--- src/rtl/lcd_drive_ctrl_mp.sv ---
// LCD timing generator with an AHB register file: streams N_PIX pixels/clk from a frame buffer,
// applies saturating brightness, and supports shadowed timing, free-running frames and a frame-done IRQ.
module lcd_drive_ctrl_mp #(
    parameter int W_ADDR     = 32,
    parameter int W_DATA     = 32,
    parameter int IMG_PIX_W  = 8,
    parameter int N_PIX      = 2,
    parameter int W_SIZE     = 12,
    parameter int W_DELAY    = 12,
    parameter int W_FB_ADDR  = 20,
    parameter int DEF_WIDTH  = 768,
    parameter int DEF_HEIGHT = 512
) (
    input  logic                         HCLK,
    input  logic                         HRESETn,
    input  logic                         sl_HSEL,
    input  logic                         sl_HREADY,
    input  logic [1:0]                   sl_HTRANS,
    input  logic [W_ADDR-1:0]            sl_HADDR,
    input  logic                         sl_HWRITE,
    input  logic [W_DATA-1:0]            sl_HWDATA,
    output logic                         out_sl_HREADY,
    output logic [1:0]                   out_sl_HRESP,
    output logic [W_DATA-1:0]            out_sl_HRDATA,
    output logic                         fb_rd_en,
    output logic [W_FB_ADDR-1:0]         fb_rd_addr,
    input  logic [N_PIX*24-1:0]          fb_rd_data,
    output logic                         out_vsync,
    output logic                         out_hsync,
    output logic                         out_valid,
    output logic [N_PIX*3*IMG_PIX_W-1:0] out_data,
    output logic                         out_irq
);
    localparam int N_COMP = N_PIX * 3;

    typedef enum logic [2:0] {
        ST_IDLE  = 3'd0,
        ST_VSYNC = 3'd1,
        ST_HSYNC = 3'd2,
        ST_DATA  = 3'd3,
        ST_GAP   = 3'd4
    } state_t;

    state_t                      r_state;
    logic [W_SIZE-1:0]           r_width, r_height, r_sh_width, r_sh_height, r_col, r_row;
    logic [W_DELAY-1:0]          r_vdly, r_hdly, r_gap, r_sh_vdly, r_sh_hdly, r_sh_gap, r_cnt;
    logic [3:0]                  r_ctrl;
    logic [IMG_PIX_W-1:0]        r_br, r_sh_br;
    logic                        r_sh_mode, r_irq_pend;
    logic [15:0]                 r_frame_cnt;
    logic [W_FB_ADDR-1:0]        r_fb_addr;
    logic [3:0]                  r_ahb_idx;
    logic                        r_ahb_wr, r_ahb_rd;
    logic [2:0]                  r_flags_d1, r_flags_d2;
    logic [N_COMP*IMG_PIX_W-1:0] r_out_data;

    logic                        w_ahb_sel, w_go_vsync, w_line_end, w_last_row, w_frame_end;
    logic [W_SIZE:0]             w_col_next;
    logic [N_COMP*IMG_PIX_W-1:0] w_adj;
    logic [W_DATA-1:0]           w_rdata;
    logic                        w_unused;

    function automatic logic [IMG_PIX_W-1:0] adj_comp(input logic [IMG_PIX_W-1:0] c,
                                                      input logic mode,
                                                      input logic [IMG_PIX_W-1:0] br);
        logic [IMG_PIX_W:0] sum;
        logic [IMG_PIX_W:0] dif;
        sum = {1'b0, c} + {1'b0, br};
        dif = {1'b0, c} - {1'b0, br};
        if (!mode) adj_comp = sum[IMG_PIX_W] ? {IMG_PIX_W{1'b1}} : sum[IMG_PIX_W-1:0];
        else       adj_comp = dif[IMG_PIX_W] ? {IMG_PIX_W{1'b0}} : dif[IMG_PIX_W-1:0];
    endfunction

    assign w_ahb_sel   = sl_HSEL & sl_HREADY & sl_HTRANS[1];
    // Start from IDLE uses live WIDTH/HEIGHT; continuation from GAP uses live continuous bit.
    assign w_go_vsync  = ((r_state == ST_IDLE) && r_ctrl[0] && (r_width != '0) && (r_height != '0)) ||
                         ((r_state == ST_GAP) && (r_cnt == r_sh_gap) && r_ctrl[1]);
    assign w_col_next  = {1'b0, r_col} + (W_SIZE+1)'(N_PIX);
    assign w_line_end  = (w_col_next >= {1'b0, r_sh_width});
    assign w_last_row  = (r_row == (r_sh_height - W_SIZE'(1)));
    assign w_frame_end = (r_state == ST_DATA) && w_line_end && w_last_row;
    assign w_unused    = &{1'b0, sl_HTRANS[0], sl_HADDR[W_ADDR-1:6], sl_HADDR[1:0], sl_HWDATA[W_DATA-1:W_SIZE]};

    // AHB address-phase capture
    always_ff @(posedge HCLK or negedge HRESETn) begin
        if (!HRESETn) begin
            r_ahb_idx <= 4'd0;
            r_ahb_wr  <= 1'b0;
            r_ahb_rd  <= 1'b0;
        end else if (sl_HREADY) begin
            r_ahb_wr <= w_ahb_sel & sl_HWRITE;
            r_ahb_rd <= w_ahb_sel & ~sl_HWRITE;
            if (w_ahb_sel) r_ahb_idx <= sl_HADDR[5:2];
        end
    end

    // Register file, IRQ pending and frame counter
    always_ff @(posedge HCLK or negedge HRESETn) begin
        if (!HRESETn) begin
            r_width     <= W_SIZE'(DEF_WIDTH);
            r_height    <= W_SIZE'(DEF_HEIGHT);
            r_vdly      <= W_DELAY'(3);
            r_hdly      <= W_DELAY'(160);
            r_gap       <= W_DELAY'(200);
            r_ctrl      <= 4'd0;
            r_br        <= '0;
            r_irq_pend  <= 1'b0;
            r_frame_cnt <= 16'd0;
        end else begin
            if (r_ahb_wr) begin
                case (r_ahb_idx)
                    4'd0:    r_width  <= sl_HWDATA[W_SIZE-1:0];
                    4'd1:    r_height <= sl_HWDATA[W_SIZE-1:0];
                    4'd2:    r_vdly   <= sl_HWDATA[W_DELAY-1:0];
                    4'd3:    r_hdly   <= sl_HWDATA[W_DELAY-1:0];
                    4'd4:    r_gap    <= sl_HWDATA[W_DELAY-1:0];
                    4'd5:    r_ctrl   <= sl_HWDATA[3:0];
                    4'd6:    r_br     <= sl_HWDATA[IMG_PIX_W-1:0];
                    default: ;
                endcase
            end
            if (w_go_vsync) r_ctrl[0] <= 1'b0;
            // A set in the final DATA cycle outranks a simultaneous W1C.
            if (w_frame_end) begin
                r_irq_pend  <= 1'b1;
                r_frame_cnt <= r_frame_cnt + 16'd1;
            end else if (r_ahb_wr && (r_ahb_idx == 4'd7) && sl_HWDATA[1]) begin
                r_irq_pend <= 1'b0;
            end
        end
    end

    // Frame timing FSM with shadow capture and frame-buffer address counter
    always_ff @(posedge HCLK or negedge HRESETn) begin
        if (!HRESETn) begin
            r_state     <= ST_IDLE;
            r_cnt       <= '0;
            r_col       <= '0;
            r_row       <= '0;
            r_fb_addr   <= '0;
            r_sh_width  <= W_SIZE'(DEF_WIDTH);
            r_sh_height <= W_SIZE'(DEF_HEIGHT);
            r_sh_vdly   <= W_DELAY'(3);
            r_sh_hdly   <= W_DELAY'(160);
            r_sh_gap    <= W_DELAY'(200);
            r_sh_mode   <= 1'b0;
            r_sh_br     <= '0;
        end else begin
            case (r_state)
                ST_IDLE: begin
                    if (w_go_vsync) r_state <= ST_VSYNC;
                end
                ST_VSYNC: begin
                    if (r_cnt == r_sh_vdly) begin
                        r_cnt   <= '0;
                        r_state <= ST_HSYNC;
                    end else begin
                        r_cnt <= r_cnt + W_DELAY'(1);
                    end
                end
                ST_HSYNC: begin
                    if (r_cnt == r_sh_hdly) begin
                        r_cnt   <= '0;
                        r_state <= ST_DATA;
                    end else begin
                        r_cnt <= r_cnt + W_DELAY'(1);
                    end
                end
                ST_DATA: begin
                    r_fb_addr <= r_fb_addr + W_FB_ADDR'(1);
                    if (w_line_end) begin
                        r_col <= '0;
                        if (w_last_row) begin
                            r_row   <= '0;
                            r_state <= ST_GAP;
                        end else begin
                            r_row   <= r_row + W_SIZE'(1);
                            r_state <= ST_HSYNC;
                        end
                    end else begin
                        r_col <= w_col_next[W_SIZE-1:0];
                    end
                end
                ST_GAP: begin
                    if (r_cnt == r_sh_gap) begin
                        r_cnt   <= '0;
                        r_state <= r_ctrl[1] ? ST_VSYNC : ST_IDLE;
                    end else begin
                        r_cnt <= r_cnt + W_DELAY'(1);
                    end
                end
                default: r_state <= ST_IDLE;
            endcase
            if (w_go_vsync) begin
                r_cnt       <= '0;
                r_col       <= '0;
                r_row       <= '0;
                r_fb_addr   <= '0;
                r_sh_width  <= r_width;
                r_sh_height <= r_height;
                r_sh_vdly   <= r_vdly;
                r_sh_hdly   <= r_hdly;
                r_sh_gap    <= r_gap;
                r_sh_mode   <= r_ctrl[2];
                r_sh_br     <= r_br;
            end
        end
    end

    // Per-component brightness on the returning frame-buffer word
    always_comb begin
        w_adj = '0;
        for (int j = 0; j < N_COMP; j++) begin
            w_adj[j*IMG_PIX_W +: IMG_PIX_W] = adj_comp(IMG_PIX_W'(fb_rd_data[j*8 +: 8]), r_sh_mode, r_sh_br);
        end
    end

    // Output stage: sync/valid flags delayed twice to line up with registered pixel data
    always_ff @(posedge HCLK or negedge HRESETn) begin
        if (!HRESETn) begin
            r_flags_d1 <= 3'd0;
            r_flags_d2 <= 3'd0;
            r_out_data <= '0;
        end else begin
            r_flags_d1 <= {r_state == ST_VSYNC, r_state == ST_HSYNC, r_state == ST_DATA};
            r_flags_d2 <= r_flags_d1;
            r_out_data <= w_adj;
        end
    end

    // Read data mux driven from the latched data-phase index
    always_comb begin
        w_rdata = '0;
        if (r_ahb_rd) begin
            case (r_ahb_idx)
                4'd0:    w_rdata = W_DATA'(r_width);
                4'd1:    w_rdata = W_DATA'(r_height);
                4'd2:    w_rdata = W_DATA'(r_vdly);
                4'd3:    w_rdata = W_DATA'(r_hdly);
                4'd4:    w_rdata = W_DATA'(r_gap);
                4'd5:    w_rdata = W_DATA'(r_ctrl);
                4'd6:    w_rdata = W_DATA'(r_br);
                4'd7:    w_rdata = W_DATA'({r_irq_pend, r_state != ST_IDLE});
                4'd8:    w_rdata = W_DATA'(r_frame_cnt);
                default: w_rdata = '0;
            endcase
        end else begin
            w_rdata = '0;
        end
    end

    assign out_sl_HREADY = 1'b1;
    assign out_sl_HRESP  = 2'b00;
    assign out_sl_HRDATA = w_rdata;
    assign fb_rd_en      = (r_state == ST_DATA);
    assign fb_rd_addr    = r_fb_addr;
    assign out_vsync     = r_flags_d2[2];
    assign out_hsync     = r_flags_d2[1];
    assign out_valid     = r_flags_d2[0];
    assign out_data      = r_out_data;
    assign out_irq       = r_irq_pend & r_ctrl[3];
endmodule

--- config.mk ---
export PLATFORM = sky130hd
export DESIGN_NAME = lcd_drive_ctrl_mp
export DESIGN_NICKNAME = d
export VERILOG_FILES = /design/src/rtl/lcd_drive_ctrl_mp.sv
export SDC_FILE = /design/constraint.sdc
export NUM_CORES = 1
export LEC_CHECK = 0
export BUFFER_PORTS_ARGS = -buffer_cell sky130_fd_sc_hd__buf_2
export CAP_MARGIN = 20
export CORE_MARGIN = 10
export CORE_UTILIZATION = 53
export DETAILED_ROUTE_END_ITERATION = 16
export GPL_ROUTABILITY_DRIVEN = 0
export MAX_ROUTING_LAYER = met4
export PLACE_DENSITY = 0.78
export SLEW_MARGIN = 20
export SYNTH_ARGS = -nofsm -noshare
export SYNTH_HDL_FRONTEND = slang
export SYNTH_SLANG_ARGS = --single-unit
--- constraint.sdc ---
create_clock -name HCLK -period 3.6 [get_ports HCLK]
set_clock_uncertainty 0.2 [all_clocks]
set_input_delay 0.54 -clock HCLK [delete_from_list [all_inputs] [get_ports HCLK]]
set_output_delay 0.54 -clock HCLK [all_outputs]
set_load 0.02 [all_outputs]
# After elaboration in Yosys (flattened, before gate mapping)
# Cells that the tools add are included.
[word_totals]
elab_cells = 153
input_bits = 119
regBits = 277
output_inout_bits = 108
[classes]
bitwise_logic = 6
eq_ne = 21
n_addsub = 18
n_lt_le_gt_ge = 1
n_reduce_logical = 32
n_mux = 47
[ops]
columns = ["operator", "n"]
rows = [
  ["8-bit two-way mux", 18],
  ["16-bit one-hot mux with 9 select lines", 1],
  ["12-bit two-way mux", 11],
  ["8-bit by 8-bit adder with 9-bit output", 6],
  ["8-bit by 8-bit subtractor with 9-bit output", 6],
  ["12-bit equality test", 4],
  ["20-bit two-way mux", 2],
  ["12-bit one-hot mux with 3 select lines", 1],
  ["32-bit two-way mux", 1],
  ["12-bit by 1-bit adder with 12-bit output (second input constant)", 2],
  ["12-bit nonzero test", 2],
  ["20-bit by 1-bit adder with 20-bit output (second input constant)", 1],
  ["2-bit AND reduction", 10],
  ["3-bit two-way mux", 6],
  ["16-bit by 1-bit adder with 16-bit output (second input constant)", 1],
  ["4-bit by 3-bit equality test with 1-bit output (second input constant)", 4],
  ["3-bit one-hot mux with 5 select lines", 1],
  ["12-bit by 2-bit adder with 13-bit output (second input constant)", 1],
  ["13-bit by 12-bit >= comparator with 1-bit output", 1],
  ["12-bit by 1-bit subtractor with 12-bit output (second input constant)", 1],
  ["2-bit nonzero test", 5],
  ["1-bit logical AND", 9],
  ["4-bit by 2-bit equality test with 1-bit output (second input constant)", 2],
  ["3-bit by 2-bit equality test with 1-bit output (second input constant)", 2],
  ["other kinds (15)", 27],
]

# Depth between registers and ports, before layout
# Gate-level depths: netlist of run 1.
[depth]
word_depth = 7
depth_mapped = 14

# Worst setup path after synthesis of run 1
# Ideal clock, no wire load.
[synth_timing]
path_type = "reg-to-reg"
from = "reg r_col[1]"
to = "reg r_frame_cnt[3]"
stages_incl_launch_ff = 15
setup_time_ns = 0.123
path_slack_ns = 0.264
t_arrival_ns = 3.013
cell_sequence = "dfrtp_1 ha_1 and3_1 clkbuf_1 xor2_1 ha_1 nand2_1 o211ai_1 a41o_1 o311ai_0 a21bo_2 nor4_4 buf_6 nand3_2 xnor2_1"
[synth_between]
elab_chain_cells = 4
[synth_rtl]
columns = ["element", "line_no", "rtl"]
rows = [
  ["start: declaration", "45", "logic [W_SIZE-1:0] r_width, r_height, r_sh_width, r_sh_height, r_col, r_row;"],
  ["start signal: assignment", "181", "r_col <= w_col_next[W_SIZE-1:0];"],
  ["12-bit by 2-bit adder with 13-bit output", "78", "assign w_col_next = {1'b0, r_col} + (W_SIZE+1)'(N_PIX);"],
  ["13-bit by 12-bit >= comparator with 1-bit output", "79", "assign w_line_end = (w_col_next >= {1'b0, r_sh_width});"],
  ["1-bit logical AND (2 in series)", "81", "assign w_frame_end = (r_state == ST_DATA) && w_line_end && w_last_row;"],
  ["end signal: assignment", "126", "r_frame_cnt <= r_frame_cnt + 16'd1;"],
  ["end: declaration", "50", "logic [15:0] r_frame_cnt;"],
]
# No other way between the ends.
# A chain may end at the register's enable or synchronous reset.

# Final worst setup path of run 1
[layout_timing]
from = "reg r_ahb_idx[1]"
to = "out out_sl_HRDATA[7]"
[layout_between]
elab_chain_cells = 3
[layout_rtl]
columns = ["element", "line_no", "rtl"]
rows = [
  ["start: declaration", "52", "logic [3:0] r_ahb_idx;"],
  ["start signal: assignment", "93", "if (w_ahb_sel) r_ahb_idx <= sl_HADDR[5:2];"],
  ["4-bit equality test, or another cell as far along", "235", "case (r_ahb_idx)"],
  ["16-bit one-hot mux with 9 select lines (*)", "235", ""],
  ["32-bit two-way mux (*)", "234", "if (r_ahb_rd) begin"],
  ["end: declaration", "24", "output logic [W_DATA-1:0] out_sl_HRDATA,"],
]
# Mark *: on every way between the ends. The rest lies on a longest branch, timed or not.

==> reports/results.tsv, run 1 <==
metric	value	unit
Initial Util	0.536	
drt pass-1 iters	5	
CP delay by family, top	compound AO/OA/AOI/OAI gates	
Mapped Area	16900	um^2
Max Fclk	289	MHz
Synth async-reset ratio	1.00	
part of the cycle the worst path needs	0.960	
register-to-register setup slack	220	ps
Synth Flop Type	dfrtp_1	
Setup WS pre-CTS	129	ps
clk_lat worst skew	570	ps
Synth Warn #	0	
Rel. slew slack	0.413	
nets@finish	2133	
postcts setup bufs	0	
register area	6930	um^2
slowest stage delay, CP	670	ps
initial antenna violation count	2	
Final setup viols	0	
most frequent cells in the layout	dfrtp_1 (254), buf_2 (157), a21oi_1 (135), nor2_1 (123), mux2_2 (123)	
post-DP HPWL	33400	um
Hold Violations, Final	0	
Root Buffer	clkbuf_16	
H-tree Lvls	1	
library cells used by synthesis	75	
fin worst setup slack	145	ps
hold crit path type	in -> reg	
buffers and inverters on the worst path	1	
Die ar.	39500	um^2
Max-cap violations	0	
chip width	199	um
Multi-input gate area	9210	um^2
grt ovf	0	
# fillers	2513	
CTS tree	yes	
Max Buffers Root-to-Sink	3	
DRC	0	
EDFF count, synth	0	
remaining antenna violation count after routing	0	
TNS Setup	0	ps
RSZ-0062 raised after global routing	no	
register area share after synthesis	0.410	
HP Start	sl_HADDR[5]	
largest net degree at the start of global routing	84	
Mapped Cells	1722	
syn avg cell area	9.83	um^2
CTS buffer count	30	
All-Layer GR Usage	0.230	
status	finished, final reports clean	
# IOs	227	
final wirelength	45400	um
share of cells above drive strength 1	0.225	
Sink Count	276	
critical-path cell list	nor2b_1, a32oi_1, o21ai_0, a21oi_1, nor2_1, buf_2	
Port Buf Inserts	158	
post-layout util	0.615	
VDD IR max	0.420	mV
vias per inst	5.90	
reg2reg start	r_col[4]	
Max Slew Vio Count	0	
Power Density	554	nW/um^2
core area	31600	um^2
WHS Endpoint	r_ahb_idx[3]	
total power	10.8	mW
CP Capture Type	output pin	
min Tclk post-route	3450	ps
path depth of the worst reg2reg path	12	
vias in the first global route	13200	
clk slew on worst S/H paths	70	ps
post-synthesis register bit count	276	
FF-to-FF End	r_frame_cnt[1]	
DR iter-0 viols	1035	
Crit Path Category	reg -> out	
die span in y	199	um
CP Launch Type	register	
Max FO, Critical Path	22	
Slew @ Worst Pin	880	ps
leading cell type in the layout, fill and taps excluded	dfrtp_1	
WL per Instance	19.6	um
Lkg Pwr	9.04	nW
area growth from synthesis to layout	14.6	%
Rows	65	
max reg flops	48	
cell with the largest stage delay on the worst path	dfrtp_2	
global-route wire length before repair	71300	um
Hold Path Depth	2	
Vias	13700	
Critical Path RT	2860	ps
CP arrival	2710	ps
-- how the worst max path moves through the flow --
stage,end,startpoint,depth (start not counted)
after global placement,r_frame_cnt[14],r_col[5],14
after CTS,r_frame_cnt[14],r_col[3],14
after floorplan,r_frame_cnt[3],r_col[1],14
after global routing,r_frame_cnt[14],r_col[1],15
final,out_sl_HRDATA[7],r_ahb_idx[1],6
after detailed placement,r_frame_cnt[14],r_col[3],14
-- worst register-to-register path, delay by kind of cell, from the launching register on --
family | cells | cell delay (ps)
AO/OA/AOI/OAI | 4 | 770
XOR/XNOR | 1 | 160
adder cells (fa/ha/maj) | 1 | 300
buffers and inverters | 1 | 200
flip-flops | 1 | 440
multiplexers | 1 | 350
AND/OR/NAND/NOR | 4 | 860
-- per-stage QoR --
step / cells / instance area (um^2) / hold WS (ps)
3_3_place_gp: 2252 / 18300 / 134
4_1_cts: 2314 / 19400 / 22.8
3_5_place_dp: 2252 / 18300 / 138
6_report: 2316 / 19400 / 32.9
2_1_floorplan: 1739 / 17000 / 44.4
5_1_grt: 2316 / 19400 / 37.4
-- logic make-up after synthesis --
kind of cell / count (synthesis) / share of synthesized area
AOI/OAI and AO/OA: 372 / 0.132
xor gates and xnor gates: 153 / 0.0792
adders and majority gates: 125 / 0.0977
buffers and inverters: 204 / 0.0507
DFF: 276 / 0.410
muxes: 140 / 0.0941
other: 2 / 0.000444
and+or+nand+nor: 450 / 0.136
-- cells in the mapped netlist (4+ instances only) --
cell        n  area share
dfstp_2    20       0.031
clkbuf_1   49       0.011
and3_1     36       0.013
nor2b_1    22      0.0081
nand3b_1    8      0.0035
buf_2      11      0.0033
a31oi_1    32       0.012
o21ai_0    93       0.028
o21bai_1   21      0.0093
nor3_1     33      0.0098
mux2_2    123       0.082
ha_1      113       0.084
a32oi_1     5      0.0026
a211oi_1    4      0.0018
a21o_1      6      0.0027
a22oi_1     9      0.0040
nand3_2     7      0.0041
a22o_1      5      0.0026
buf_1      10      0.0022
nand4_1    17      0.0063
nor3b_1     4      0.0018
a21oi_1   135       0.040
nor2_1    124       0.028
or2_2      12      0.0044
nand2_1    85       0.019
mux2i_1    14      0.0083
inv_1     113       0.025
xor2_1     60       0.031
dfrtp_1   256        0.38
o41ai_1     5      0.0026
buf_4      19      0.0084
fa_1       12       0.014
o31a_1      5      0.0026
and2_1      5      0.0018
o22ai_1     4      0.0015
o31ai_1    13      0.0058
xnor2_1    93       0.048
nor4_1     21      0.0078
nand2b_1   12      0.0044
o21ai_1     6      0.0018
nand3_1    41       0.012
or3_1       9      0.0033
-- area by class of cell --
type	count	share of cell area
antenna	2	0.000258
clock buffer	39	0.0436
sequential	276	0.357
clock inverter	16	0.00993
tap	402	0.0259
timing repair buffer	208	0.0660
multi-input combinational	1259	0.475
inverter	114	0.0221
-- metal layers --
| layer | global-route usage | up-vias | share of wire |
|---|---|---|---|
| met5 | - | - | 0 |
| met4 | 0.0794 | 0 | 0.031 |
| met3 | 0.0275 | 96 | 0.070 |
| met2 | 0.377 | 585 | 0.48 |
| met1 | 0.290 | 6651 | 0.42 |
| li1 | - | 6341 | - |
-- power by group --
| part | switching (mW) | total [mW] | internal [mW] |
|---|---|---|---|
| registers | 0.669 | 4.39 | 3.72 |
| clock network | 1.28 | 3.22 | 1.94 |
| logic | 1.79 | 3.15 | 1.36 |
| total | 3.74 | 10.8 | 7.01 |
-- repair_timing --
action	CTS	global route
gates resized for setup	1	2
setup endpoints to repair	2	2
hold endpoints to repair	84	0
hold buffers	7	0
Note: power is estimated with default switching activity, not from simulation.
==> run 2, diff against run 1 <==
--- a/config.mk
+++ b/config.mk
@@ -11,8 +11,7 @@
 export CORE_UTILIZATION = 53
 export DETAILED_ROUTE_END_ITERATION = 16
 export GPL_ROUTABILITY_DRIVEN = 0
-export MAX_ROUTING_LAYER = met4
-export PLACE_DENSITY = 0.78
+export PLACE_DENSITY = 0.87
 export SLEW_MARGIN = 20
 export SYNTH_ARGS = -nofsm -noshare
 export SYNTH_HDL_FRONTEND = slang
==> run 2 against run 1 <==
Net effect:
- non-clock buffer count increased by 1
- critical path depth increased by 7
- wire length increased by 4.9%
- first-iteration DRC count increased by 30%
- core utilization decreased by 0.18 points
- global-route usage increased by 0.38 points
- combinational power increased by 1%
- final area decreased by 0.29%
- sequential share of layout area increased by 0.10 points
- count of clock-buffer cells in the layout increased by 1
- total power decreased by 0.89%
- critical path type is now reg -> reg
- critical endpoint is now r_row[10]
- highest routed layer unchanged
==> reports/results.tsv, run 2 (synthesized netlist as in run 1, its figures left out) <==
metric	value	unit	change
remaining antenna violation count after routing	0		unchanged
Max Slew Vio Count	0		unchanged
HP Start	sl_HWDATA[11]		
VDD IR max	0.545	mV	+30%
leading cell type in the layout, fill and taps excluded	dfrtp_1		
max reg flops	48		unchanged
Port Buf Inserts	158		unchanged
min Tclk post-route	3470	ps	+13.6 ps
clk_lat worst skew	600	ps	+30 ps
Max Fclk	288	MHz	-0.39%
drt pass-1 iters	8		+3
Rows	65		unchanged
Final setup viols	0		unchanged
Crit Path Category	reg -> reg		
share of cells above drive strength 1	0.224		-0.000757
path depth of the worst reg2reg path	13		+1
vias in the first global route	13900		+5.1%
Hold Path Depth	2		unchanged
Root Buffer	clkbuf_16		
Vias	14100		+3.3%
vias per inst	6.10		+3.3%
CTS buffer count	30		unchanged
Placed Cells	2252		unchanged
# IOs	227		unchanged
Die ar.	39500	um^2	unchanged
# fillers	2412		-4.0%
Lkg Pwr	9.00	nW	-0.34%
CTS tree	yes		
largest net degree at the start of global routing	96		+14%
Max Buffers Root-to-Sink	3		unchanged
initial antenna violation count	0		-2
Antenna Cells	0		-2
Finished Cell Area	19300	um^2	-0.29%
Critical Path RT	3920	ps	+1060 ps
area growth from synthesis to layout	14.3	%	
DRC	0		unchanged
CP Launch Type	register		
DP Area	18300	um^2	unchanged
register-to-register setup slack	130	ps	-90 ps
post-DP HPWL	34300	um	+2.6%
DR iter-0 viols	1346		+30%
fin worst setup slack	132	ps	-13.6 ps
Power Density	551	nW/um^2	-0.60%
core area	31600	um^2	unchanged
most frequent cells in the layout	dfrtp_1 (254), buf_2 (157), a21oi_1 (135), nor2_1 (123), mux2_2 (123)		
CP Capture Type	register		
die span in y	199	um	unchanged
Setup WS pre-CTS	150	ps	+21.1 ps
Worst Setup SP	r_col[3]		
Non-Filler Instances	2316		unchanged
total power	10.7	mW	-0.89%
H-tree Lvls	1		unchanged
Rel. slew slack	0.418		+0.00425
Slew @ Worst Pin	873	ps	-7.39 ps
reg2reg start	r_col[3]		
All-Layer GR Usage	0.234		+0.00384
WL per Instance	20.6	um	+4.9%
RSZ-0062 raised after global routing	yes		
postcts setup bufs	0		unchanged
chip width	199	um	unchanged
CP arrival	3790	ps	+1080 ps
clk slew on worst S/H paths	70	ps	about the same
final wirelength	47600	um	+4.9%
Max FO, Critical Path	17		-23%
Hold Violations, Final	0		unchanged
status	finished, final reports clean		
global-route wire length before repair	74800	um	+4.8%
part of the cycle the worst path needs	0.963		+0.00378
Max-cap violations	0		unchanged
grt ovf	0		unchanged
hold crit path type	in -> reg		
Initial Util	0.536		unchanged
Sink Count	276		unchanged
post-layout util	0.613		-0.00179
nets@finish	2134		+0.047%
run 2: changes by cell type in the layout (fill, tap and decap cells not counted), moves of 2 or more:
| cell | change |
|---|---|
| diode_2 | -2 |
| clkinvlp_4 | +3 |
| bufinv_16 | -3 |
| clkbuf_1 | +2 |
run 2: worst paths after layout:
| check | endpoint |
|---|---|
| setup / recovery | r_row[10] |
| hold / removal | r_gap[11] |
| setup reg to reg | r_row[10] |
| hold reg to reg | r_flags_d2[0] |
| max in group asynchronous | r_sh_gap[7] |
| min in group asynchronous | out_data[36] |
run 2: final cells by class:
class / instances / area [um^2] / share of cell area
clock buffers: 40 / 828 / 0.0428
repair buffers: 209 / 1290 / 0.0667
flip-flops and latches: 276 / 6930 / 0.358
multi-input cells: 1259 / 9210 / 0.476
well taps: 402 / 503 / 0.0260
clock inverters: 16 / 148 / 0.00763
inverters: 114 / 429 / 0.0222
run 2: worst max-delay path: stages (launching register included):
cell      delay [ps]
dfrtp_1          460
and3_1           250
and3_1           240
nand3_1          150
xnor2_2          210
ha_1             270
a21oi_1          140
nor2b_1           60
a311oi_1         360
a21bo_2          270
nor4_4            70
buf_12           170
or2_2            390
nor2_1           140
run 2: what timing repair did:
item / CTS / global route
resized for setup: 1 / 3
endpoints found under the setup margin: 1 / 22
endpoints found under the hold margin: 98 / 0
hold buffers: 8 / 0
cloned: 0 / 0
run 2: stage by stage:
| step | hold WS, ps | TNS, ps |
|---|---|---|
| after floorplan | 44.4 | 0 |
| after global placement | 133 | 0 |
| after detailed placement | 136 | 0 |
| after CTS | 73.1 | 0 |
| after global routing | 97.0 | -35.7 |
| final | 104 | 0 |
run 2: per-layer routing:
metal | up-vias | track usage | wire, um
met5 | - | 0 | 0
met4 | 0 | 0.103 | 2120
met3 | 152 | 0.0375 | 4160
met2 | 752 | 0.392 | 22600
met1 | 6883 | 0.292 | 18800
li1 | 6339 | - | -
run 2: power by group:
| group | total, mW | switching (mW) | internal [mW] | leakage, nW |
|---|---|---|---|---|
| clock network | 3.07 | 1.37 | 1.70 | 0.472 |
| logic | 3.19 | 1.83 | 1.36 | 5.02 |
| registers | 4.40 | 0.683 | 3.71 | 3.51 |
